**config.mk**
```make
export PLATFORM = sky130hd
export DESIGN_NAME = cheshire_intr_cond
export DESIGN_NICKNAME = d
export VERILOG_FILES = /design/src/rtl/cheshire_pkg.sv /design/src/rtl/cheshire_intr_filter.sv /design/src/rtl/cheshire_intr_cond.sv
export SDC_FILE = /design/constraint.sdc
export NUM_CORES = 1
export LEC_CHECK = 0
export CAP_MARGIN = 20
export CELL_PAD_IN_SITES_DETAIL_PLACEMENT = 1
export CELL_PAD_IN_SITES_GLOBAL_PLACEMENT = 1
export CORE_MARGIN = 2
export CORE_UTILIZATION = 35
export CTS_BUF_LIST = sky130_fd_sc_hd__clkbuf_16
export DETAILED_ROUTE_END_ITERATION = 12
export PLACE_DENSITY = 0.83
export SKIP_CTS_REPAIR_TIMING = 1
export SLEW_MARGIN = 20
export SYNTH_ARGS = -nofsm -noshare
export SYNTH_HDL_FRONTEND = slang
export SYNTH_HIERARCHICAL = 1
export SYNTH_SLANG_ARGS = --single-unit
export TNS_END_PERCENT = 100
```
**constraint.sdc**
```tcl
create_clock -name clk_i -period 1.4 [get_ports clk_i]
set_clock_uncertainty 0.1 [all_clocks]
set_input_delay 0.28 -clock clk_i [delete_from_list [all_inputs] [get_ports clk_i]]
set_output_delay 0.28 -clock clk_i [all_outputs]
set_load 0.02 [all_outputs]
```
**src/rtl/cheshire_pkg.sv**
```systemverilog
// Shared interrupt-layout definitions for the Cheshire interrupt path.
//
// Contents:
//   NumExtIntrs     - number of external interrupt lines into the SoC.
//   NumIntIntrs     - number of internal interrupt bits, including bit 0
//                     (bit 0 is tied to 0).
//   cheshire_intr_t - packed interrupt vector seen by the PLIC. The external
//                     field is in the MSBs and the internal field is in the
//                     LSBs. cheshire_intr_cond.intr_o has this layout when
//                     its widths match these constants.
package cheshire_pkg;

    localparam int unsigned NumExtIntrs = 8;
    localparam int unsigned NumIntIntrs = 20;

    typedef struct packed {
        logic [NumExtIntrs-1:0] ext;
        logic [NumIntIntrs-1:0] intn;
    } cheshire_intr_t;

endpackage

```
**src/rtl/cheshire_intr_filter.sv**
```systemverilog
// Conditions one raw external interrupt line. It synchronises the line,
// applies polarity and rejects glitches.
//
// Ports:
//   clk_i  - system clock
//   rst_i  - synchronous, active-high reset
//   raw_i  - raw asynchronous interrupt line
//   filt_o - filtered, active-high level (registered)
//
// The synchroniser flops reset to the inactive raw level (Polarity). After
// reset the polarity-corrected value is therefore 0, and the line does not
// start with a false transition.
module cheshire_intr_filter #(
    parameter int unsigned SyncStages   = 2,
    parameter int unsigned FilterCycles = 4,
    parameter logic        Polarity     = 1'b0
) (
    input  logic clk_i,
    input  logic rst_i,
    input  logic raw_i,
    output logic filt_o
);

    logic [SyncStages-1:0] sync_q;
    logic                  act;
    logic                  filt_q;

    always_ff @(posedge clk_i) begin
        if (rst_i) begin
            sync_q <= {SyncStages{Polarity}};
        end else begin
            sync_q <= {sync_q[SyncStages-2:0], raw_i};
        end
    end

    assign act = sync_q[SyncStages-1] ^ Polarity;

    generate
        if (FilterCycles == 0) begin : g_bypass
            always_ff @(posedge clk_i) begin
                if (rst_i) begin
                    filt_q <= 1'b0;
                end else begin
                    filt_q <= act;
                end
            end
        end else begin : g_filter
            localparam int unsigned CntW = $clog2(FilterCycles + 1);
            localparam logic [CntW-1:0] CntLast = CntW'(FilterCycles - 1);

            logic [CntW-1:0] cnt_q;

            // A new level is accepted only after it has differed from filt
            // for FilterCycles consecutive cycles. Any cycle where the two
            // agree restarts the count.
            always_ff @(posedge clk_i) begin
                if (rst_i) begin
                    cnt_q  <= '0;
                    filt_q <= 1'b0;
                end else if (act == filt_q) begin
                    cnt_q  <= '0;
                end else if (cnt_q == CntLast) begin
                    cnt_q  <= '0;
                    filt_q <= act;
                end else begin
                    cnt_q  <= cnt_q + 1'b1;
                end
            end
        end
    endgenerate

    assign filt_o = filt_q;

endmodule

```
**src/rtl/cheshire_intr_cond.sv**
```systemverilog
// Interrupt conditioning stage that sits directly in front of the PLIC.
//
// Each external source is synchronised, glitch-filtered and
// polarity-corrected. A source then either follows its filtered level
// (level mode) or latches rising edges into a sticky pending bit that an
// acknowledge clears (edge mode). Internal sources are registered once so
// they line up with the registered external field.
//
// Ports:
//   clk_i      - system clock
//   rst_i      - synchronous, active-high reset
//   intr_int_i - internal sources, synchronous to clk_i; bit 0 is ignored
//   intr_ext_i - raw asynchronous external sources
//   ack_i      - one-cycle acknowledge per source (edge-mode sources only)
//   intr_o     - {pending, internal} packed vector; bit 0 is always 0
//   pending_o  - conditioned state per external source
//   overflow_o - sticky flag: an edge arrived while already pending
module cheshire_intr_cond
    import cheshire_pkg::*;
#(
    parameter int unsigned       NumSrc       = NumExtIntrs,
    parameter int unsigned       NumInt       = NumIntIntrs,
    parameter int unsigned       SyncStages   = 2,
    parameter int unsigned       FilterCycles = 4,
    parameter logic [NumSrc-1:0] EdgeMask     = '0,
    parameter logic [NumSrc-1:0] PolarityMask = '0
) (
    input  logic                     clk_i,
    input  logic                     rst_i,
    input  logic [NumInt-1:0]        intr_int_i,
    input  logic [NumSrc-1:0]        intr_ext_i,
    input  logic [NumSrc-1:0]        ack_i,
    output logic [NumSrc+NumInt-1:0] intr_o,
    output logic [NumSrc-1:0]        pending_o,
    output logic [NumSrc-1:0]        overflow_o
);

    logic [NumSrc-1:0] filt;
    logic [NumSrc-1:0] filt_prev_q;
    logic [NumSrc-1:0] rise;
    logic [NumSrc-1:0] pend_q, pend_d;
    logic [NumSrc-1:0] ovf_q, ovf_d;
    logic [NumInt-1:0] intr_int_q;

    genvar gi;
    generate
        for (gi = 0; gi < NumSrc; gi++) begin : g_src
            cheshire_intr_filter #(
                .SyncStages   (SyncStages),
                .FilterCycles (FilterCycles),
                .Polarity     (PolarityMask[gi])
            ) u_filter (
                .clk_i  (clk_i),
                .rst_i  (rst_i),
                .raw_i  (intr_ext_i[gi]),
                .filt_o (filt[gi])
            );
        end
    endgenerate

    // filt_prev_q holds the value filt had on the previous cycle, so a rise
    // is seen in the cycle right after the filter accepts the new level.
    // This is the same cycle in which level-mode sources take pend <= filt,
    // so both modes have the same latency.
    assign rise = filt & ~filt_prev_q;

    always_comb begin
        pend_d = pend_q;
        ovf_d  = ovf_q;
        for (int i = 0; i < NumSrc; i++) begin
            if (!EdgeMask[i]) begin
                pend_d[i] = filt[i];
                ovf_d[i]  = 1'b0;
            end else if (rise[i]) begin
                // A new edge always leaves the source pending. If it coincides
                // with an ack, the ack consumed the old event and the new edge
                // is not counted as an overflow.
                pend_d[i] = 1'b1;
                if (ack_i[i]) begin
                    ovf_d[i] = 1'b0;
                end else if (pend_q[i]) begin
                    ovf_d[i] = 1'b1;
                end
            end else if (ack_i[i]) begin
                pend_d[i] = 1'b0;
                ovf_d[i]  = 1'b0;
            end
        end
    end

    always_ff @(posedge clk_i) begin
        if (rst_i) begin
            filt_prev_q <= '0;
            pend_q      <= '0;
            ovf_q       <= '0;
            intr_int_q  <= '0;
        end else begin
            filt_prev_q <= filt;
            pend_q      <= pend_d;
            ovf_q       <= ovf_d;
            // Bit 0 is the reserved "no interrupt" ID and is forced to 0.
            intr_int_q  <= {intr_int_i[NumInt-1:1], 1'b0};
        end
    end

    assign intr_o     = {pend_q, intr_int_q};
    assign pending_o  = pend_q;
    assign overflow_o = ovf_q;

endmodule

```
==> impl_metrics.yaml <==
clock_tree:
  clock_latency_ns: 0.33
  cts_tree: "built"
  numCtsBuffers: 9
  clk_pin_slew_ns: 0.06
  cts_buffer_depth: 2
  h-tree-depth: 3
  clock-root-buffer: "clkbuf_16"
  clock-sinks: 75
timing:
  min_period_over_period_pct: 93.1
  fmax_mhz: 767
  rsz0062_at_grt: "false"
  drv_slew: 0
  setup_ws_ns: 0.0970
  setup_viol: 0
  hold_violations: 0
  layout_min_cycle_time_ns: 1.30
synth:
  avgSynthCellArea_um2: 12.2
  ys_top_cells_by_area: "dfxtp_1, nor2b_1, ha_1, buf_4, nor4b_2"
  synth-seq-cells: 75
  yosysWarnings: 6
  yosys.area.top_type: "dfxtp_1"
  synthCells: 210
  yosysTopAreaCellShare_pct: 58.4
  yosysSeqAreaShare_pct: 58.4
  synth_area_um2: 2570
  yosysUniqueCellTypes: 13
status:
  status: "complete, no violations"
final_layout:
  antennaDiodeCount: 0
  drive_gt1_share_pct: 11.7
  fin_nets: 331
  layout_common_cells: "dfxtp_1, nor2b_1, dlymetal6s2s_1"
  final_common_cell: "dfxtp_1"
  area_delta_synth_final_pct: 41.1
routing:
  antenna_left: 0
  wl_met1_um: 1800
  wl_per_cell_um: 11.9
  met3_length_um: 333
  via_count: 1609
  drtIter0Drc: 10
  firstDrtPassIters: 2
  wl_met2_um: 2300
  viasPerCell: 4.23
  wl_um: 4520
  top_layer: "met4"
  drc: 0
worst_hold_path:
  hp-class: "in2reg"
place:
  place_congestion: 0.643
  pre_cts_slack_ns: 0.0937
  dp_hpwl_um: 3150
  io_buffers: 63
critical_path:
  path_max_fanout: 2
  crit_type: "reg2reg"
  r2r_setup_slack_ns: 0.1
  crit_path_end_kind: "register"
  worstPathArrival_ns: 1.42
  critPathLaunchType: "register"
  cp_data_required_time_ns: 1.52
floorplanning:
  num_io_pins: 82
  rows: 31
  dieArea_um2: 8050
  core_um2: 7180
  start_util_pct: 35.9
  die_h_um: 89.7
  fp.dieW_um: 89.7
run:
  maxCapViolations: 0
pwr:
  power_per_cell_area_nw_per_um2: 1290
  vdd_drop_max_mv: 0.773
  power_mw: 4.70
  p_leak_nw: 1.92
global_routing:
  grt_pass1_vias: 1709
  track_usage_pct: 12.0
  grt-ovfl-total: 0
  grt_max_degree: 29
  grt_pass1_wl_um: 7680
  antenna_found_initial: 0
[critical path, cell delays in order (launching register included)]
cell,delay [ns]
dfxtp_1,0.31
ha_1,0.20
ha_1,0.28
nor4_1,0.31
[through the flow]
step / hold WS (ns) / setup TNS (ns) / cell area [µm²] / util (%) / instances
2_1_floorplan: 0.252 / 0 / 2600 / - / 218
3_3_place_gp: 0.315 / 0 / 3260 / 45.4 / 365
3_5_place_dp: 0.323 / 0 / 3260 / 45.4 / 365
4_1_cts: 0.300 / -8.41 / 3540 / 49.3 / 380
5_1_grt: 0.340 / 0 / 3630 / 50.6 / 380
6_report: 0.301 / 0 / 3630 / 50.6 / 380
[sequential cells by signal, indices dropped and copies added, names as in the netlist]
signal and cells:
g_src.u_filter/g_filter.cnt_q 24, intr_int_q 19, g_src.u_filter/sync_q 16, g_src.u_filter/filt_o 8, pending_o 8
[synthesized netlist by cell type]
cell,number
nor4_1,16
nor2b_1,36
ha_1,16
inv_1,8
buf_4,17
xnor2_1,8
mux2i_1,8
conb_1,1
nor4b_2,8
dfxtp_1,75
nor2_1,8
and2b_2,7
buf_6,2
[worst paths after layout]
kind / from / end / cells past startpoint
max reg2reg: g_src[5].u_filter/g_filter.cnt_q[0]$_SDFF_PP0_ / g_src[5].u_filter/g_filter.cnt_q[2]$_SDFF_PP0_ / 3
min: rst_i / g_src[2].u_filter/filt_o$_SDFFE_PP0P_ / 2
min reg2reg: g_src[7].u_filter/g_filter.cnt_q[0]$_SDFF_PP0_ / g_src[7].u_filter/g_filter.cnt_q[0]$_SDFF_PP0_ / 1
max: g_src[5].u_filter/g_filter.cnt_q[0]$_SDFF_PP0_ / g_src[5].u_filter/g_filter.cnt_q[2]$_SDFF_PP0_ / 3
[power by group]
| group | leakage [nW] | switching (mW) | internal (mW) |
|---|---|---|---|
| clock network | 0.140 | 0.834 | 1.36 |
| registers | 0.613 | 0.0182 | 2.19 |
| logic | 1.17 | 0.137 | 0.161 |
| total | 1.92 | 0.989 | 3.71 |
[final cells by class]
cell class | instances | area [µm²]
fill | 746 | 3550
sequential | 75 | 1500
multi-input combinational | 116 | 921
timing repair buffer | 67 | 768
clock buffer | 9 | 225
tap | 99 | 124
clock inverter | 6 | 58.8
inverter | 8 | 30.0
[kinds of logic (layout without fill, tap and decap cells)]
group | after synthesis | in the layout | share of synthesized area, %
xor+xnor | 8 | 8 | 2.72
other cells | 1 | 9 | 0.146
mux | 8 | 8 | 3.11
simple gates | 75 | 75 | 20.9
fa+ha+maj | 16 | 16 | 7.78
buf+inv | 27 | 90 | 7.00
flops | 75 | 75 | 58.4
[routing by layer]
layer,vias up,global-route usage (%)
met5,-,0
met4,0,7.31
met3,9,5.28
met2,50,20.3
met1,740,12.3
li1,810,-
No activity file was read; power rests on OpenSTA's default activity.
==> variant, RTL diff (config.mk and constraints unchanged) <==
`FilterCycles` is set to 4 in 2 places; all go to 8.
--- a/src/rtl/cheshire_intr_filter.sv
+++ b/src/rtl/cheshire_intr_filter.sv
@@ -12,7 +12,7 @@
 // start with a false transition.
 module cheshire_intr_filter #(
     parameter int unsigned SyncStages   = 2,
-    parameter int unsigned FilterCycles = 4,
+    parameter int unsigned FilterCycles = 8,
     parameter logic        Polarity     = 1'b0
 ) (
     input  logic clk_i,
--- a/src/rtl/cheshire_intr_cond.sv
+++ b/src/rtl/cheshire_intr_cond.sv
@@ -21,7 +21,7 @@
     parameter int unsigned       NumSrc       = NumExtIntrs,
     parameter int unsigned       NumInt       = NumIntIntrs,
     parameter int unsigned       SyncStages   = 2,
-    parameter int unsigned       FilterCycles = 4,
+    parameter int unsigned       FilterCycles = 8,
     parameter logic [NumSrc-1:0] EdgeMask     = '0,
     parameter logic [NumSrc-1:0] PolarityMask = '0
 ) (
Function: changed (a bounded check fails within 10 cycles, from zero or initial values and one cycle with rst_i high).
==> variant against the unedited design <==
- hold slack worse by 19 ps
- synthesized area rose by 12%
- core utilization is 2.1 points lower
- via count increased by 15%
- critical path type is now flop to primary output
- sequential cell count is 8 higher
- sequential share of layout area is 0.98 points higher
- setup slack better by 27 ps
- wire length grew 13%
- die area up 12%
- design area increased by 8.1%
- power grew 5.5%
==> variant: results (changes against the unedited design) <==
* Top Registers: g_src.u_filter/g_filter.cnt_q x32, intr_int_q x19, g_src.u_filter/sync_q x16
* First-pass DRT Iterations at 4 (+2)
* Routed wire length at 5.125 mm (+13%)
* Crit path largest cell delay at 340 ps (+30 ps)
* HPWL after DPL at 3.491 mm (+11%)
* Place WS at 74.78 ps (-18.95 ps)
* Synth unique cells at 14 (+1)
* DRT iter0 DRCs at 20 (+10)
* Vias in the first global route at 1905 (+11%)
* Peak supply drop at 0.5975 mV (-23%)
* Net count, final at 370 (+12%)
* Filler Cell Count at 878 (+18%)
* Placer Congestion at 0.7111 (+11%)
* Outcome: complete, no violations
* Worst-path fanout max at 2 (unchanged)
* Reg-to-reg slack, setup at 210 ps (+110 ps)
* Max frequency at 783.7 MHz (+2.1%)
* Clk_lat worst skew at 320 ps
* Crit path arrival time at 900 ps (-520 ps)
* DP Area at 3555 sq um (+9.1%)
* Global-route wire length before repair at 8.459 mm (+10%)
* Sequential share of the synthesized area at 57.64% (-0.73 points)
* Net Sw Power at 1.023 mW (+3.4%)
* Synth area leaders: dfxtp_1 (58%), nor2b_1 (7.8%), xor2_1 (7.3%)
* DR vias/cell at 4.269 (+0.81%)
* Largest net degree at the start of global routing at 55 (+90%)
* Top post-synthesis cells by count: dfxtp_1 (83), nor2b_1 (36), nor2_1 (32)
* Share of post-route cells with drive strength above 1 at 9.786% (-2.0 points)
* Longest Clk Path Bufs at 2 (unchanged)
-- variant: per-stage QoR --
stage | instances | util (%) | hold slack, ps
6_report | 432 | 48.47 | 282.5
5_1_grt | 432 | 48.47 | 289.6
4_1_cts | 432 | 47.39 | 285.7
3_5_place_dp | 418 | 43.92 | 326.2
3_3_place_gp | 418 | 43.92 | 319.9
2_1_floorplan | 266 | - | 251.6
-- variant: power by group through the flow --
stage	registers (mW)	logic, mW	clock network [mW]
global route	2.44	0.312	2.44
floorplan	2.53	0.110	0
CTS	2.44	0.296	2.32
finish	2.44	0.286	2.23
detailed placement	2.49	0.293	0
global placement	2.49	0.289	0
-- variant: cell families after synthesis --
family | synth area share [%]
xor gates and xnor gates | 7.292
adders and majority gates | 3.472
buffers and inverters | 6.250
DFF | 57.64
muxes | 2.778
other | 0.1301
and+or+nand+nor | 22.44
-- variant: layout make-up --
class | instances | area, sq um | area share, %
Sequential cell | 83 | 1662 | 42.36
Timing Repair Buffer | 66 | 748.2 | 19.07
Tap cell | 105 | 131.4 | 3.349
Multi-Input combinational cell | 156 | 1071 | 27.30
Clock inverter | 5 | 55.05 | 1.404
Inverter | 8 | 30.03 | 0.7656
Clock buffer | 9 | 225.2 | 5.742
-- variant: path summary, 6_finish.rpt --
path,start,endpoint,cells after the start
min reg2reg,g_src[0].u_filter/sync_q[0],g_src[0].u_filter/sync_q[1],1
min,rst_i,g_src[0].u_filter/sync_q[1],3
max,pending_o[6],intr_o[26],1
max reg2reg,g_src[2].u_filter/g_filter.cnt_q[0],g_src[2].u_filter/g_filter.cnt_q[3],4
-- variant: layer usage --
metal / track usage, % / vias up / part of all wire, %
met4: 4.710 / 0 / 1.3
li1: - / 928 / -
met1: 12.44 / 861 / 40
met2: 21.34 / 50 / 51
met3: 7.263 / 5 / 7.5
met5: 0 / - / 0
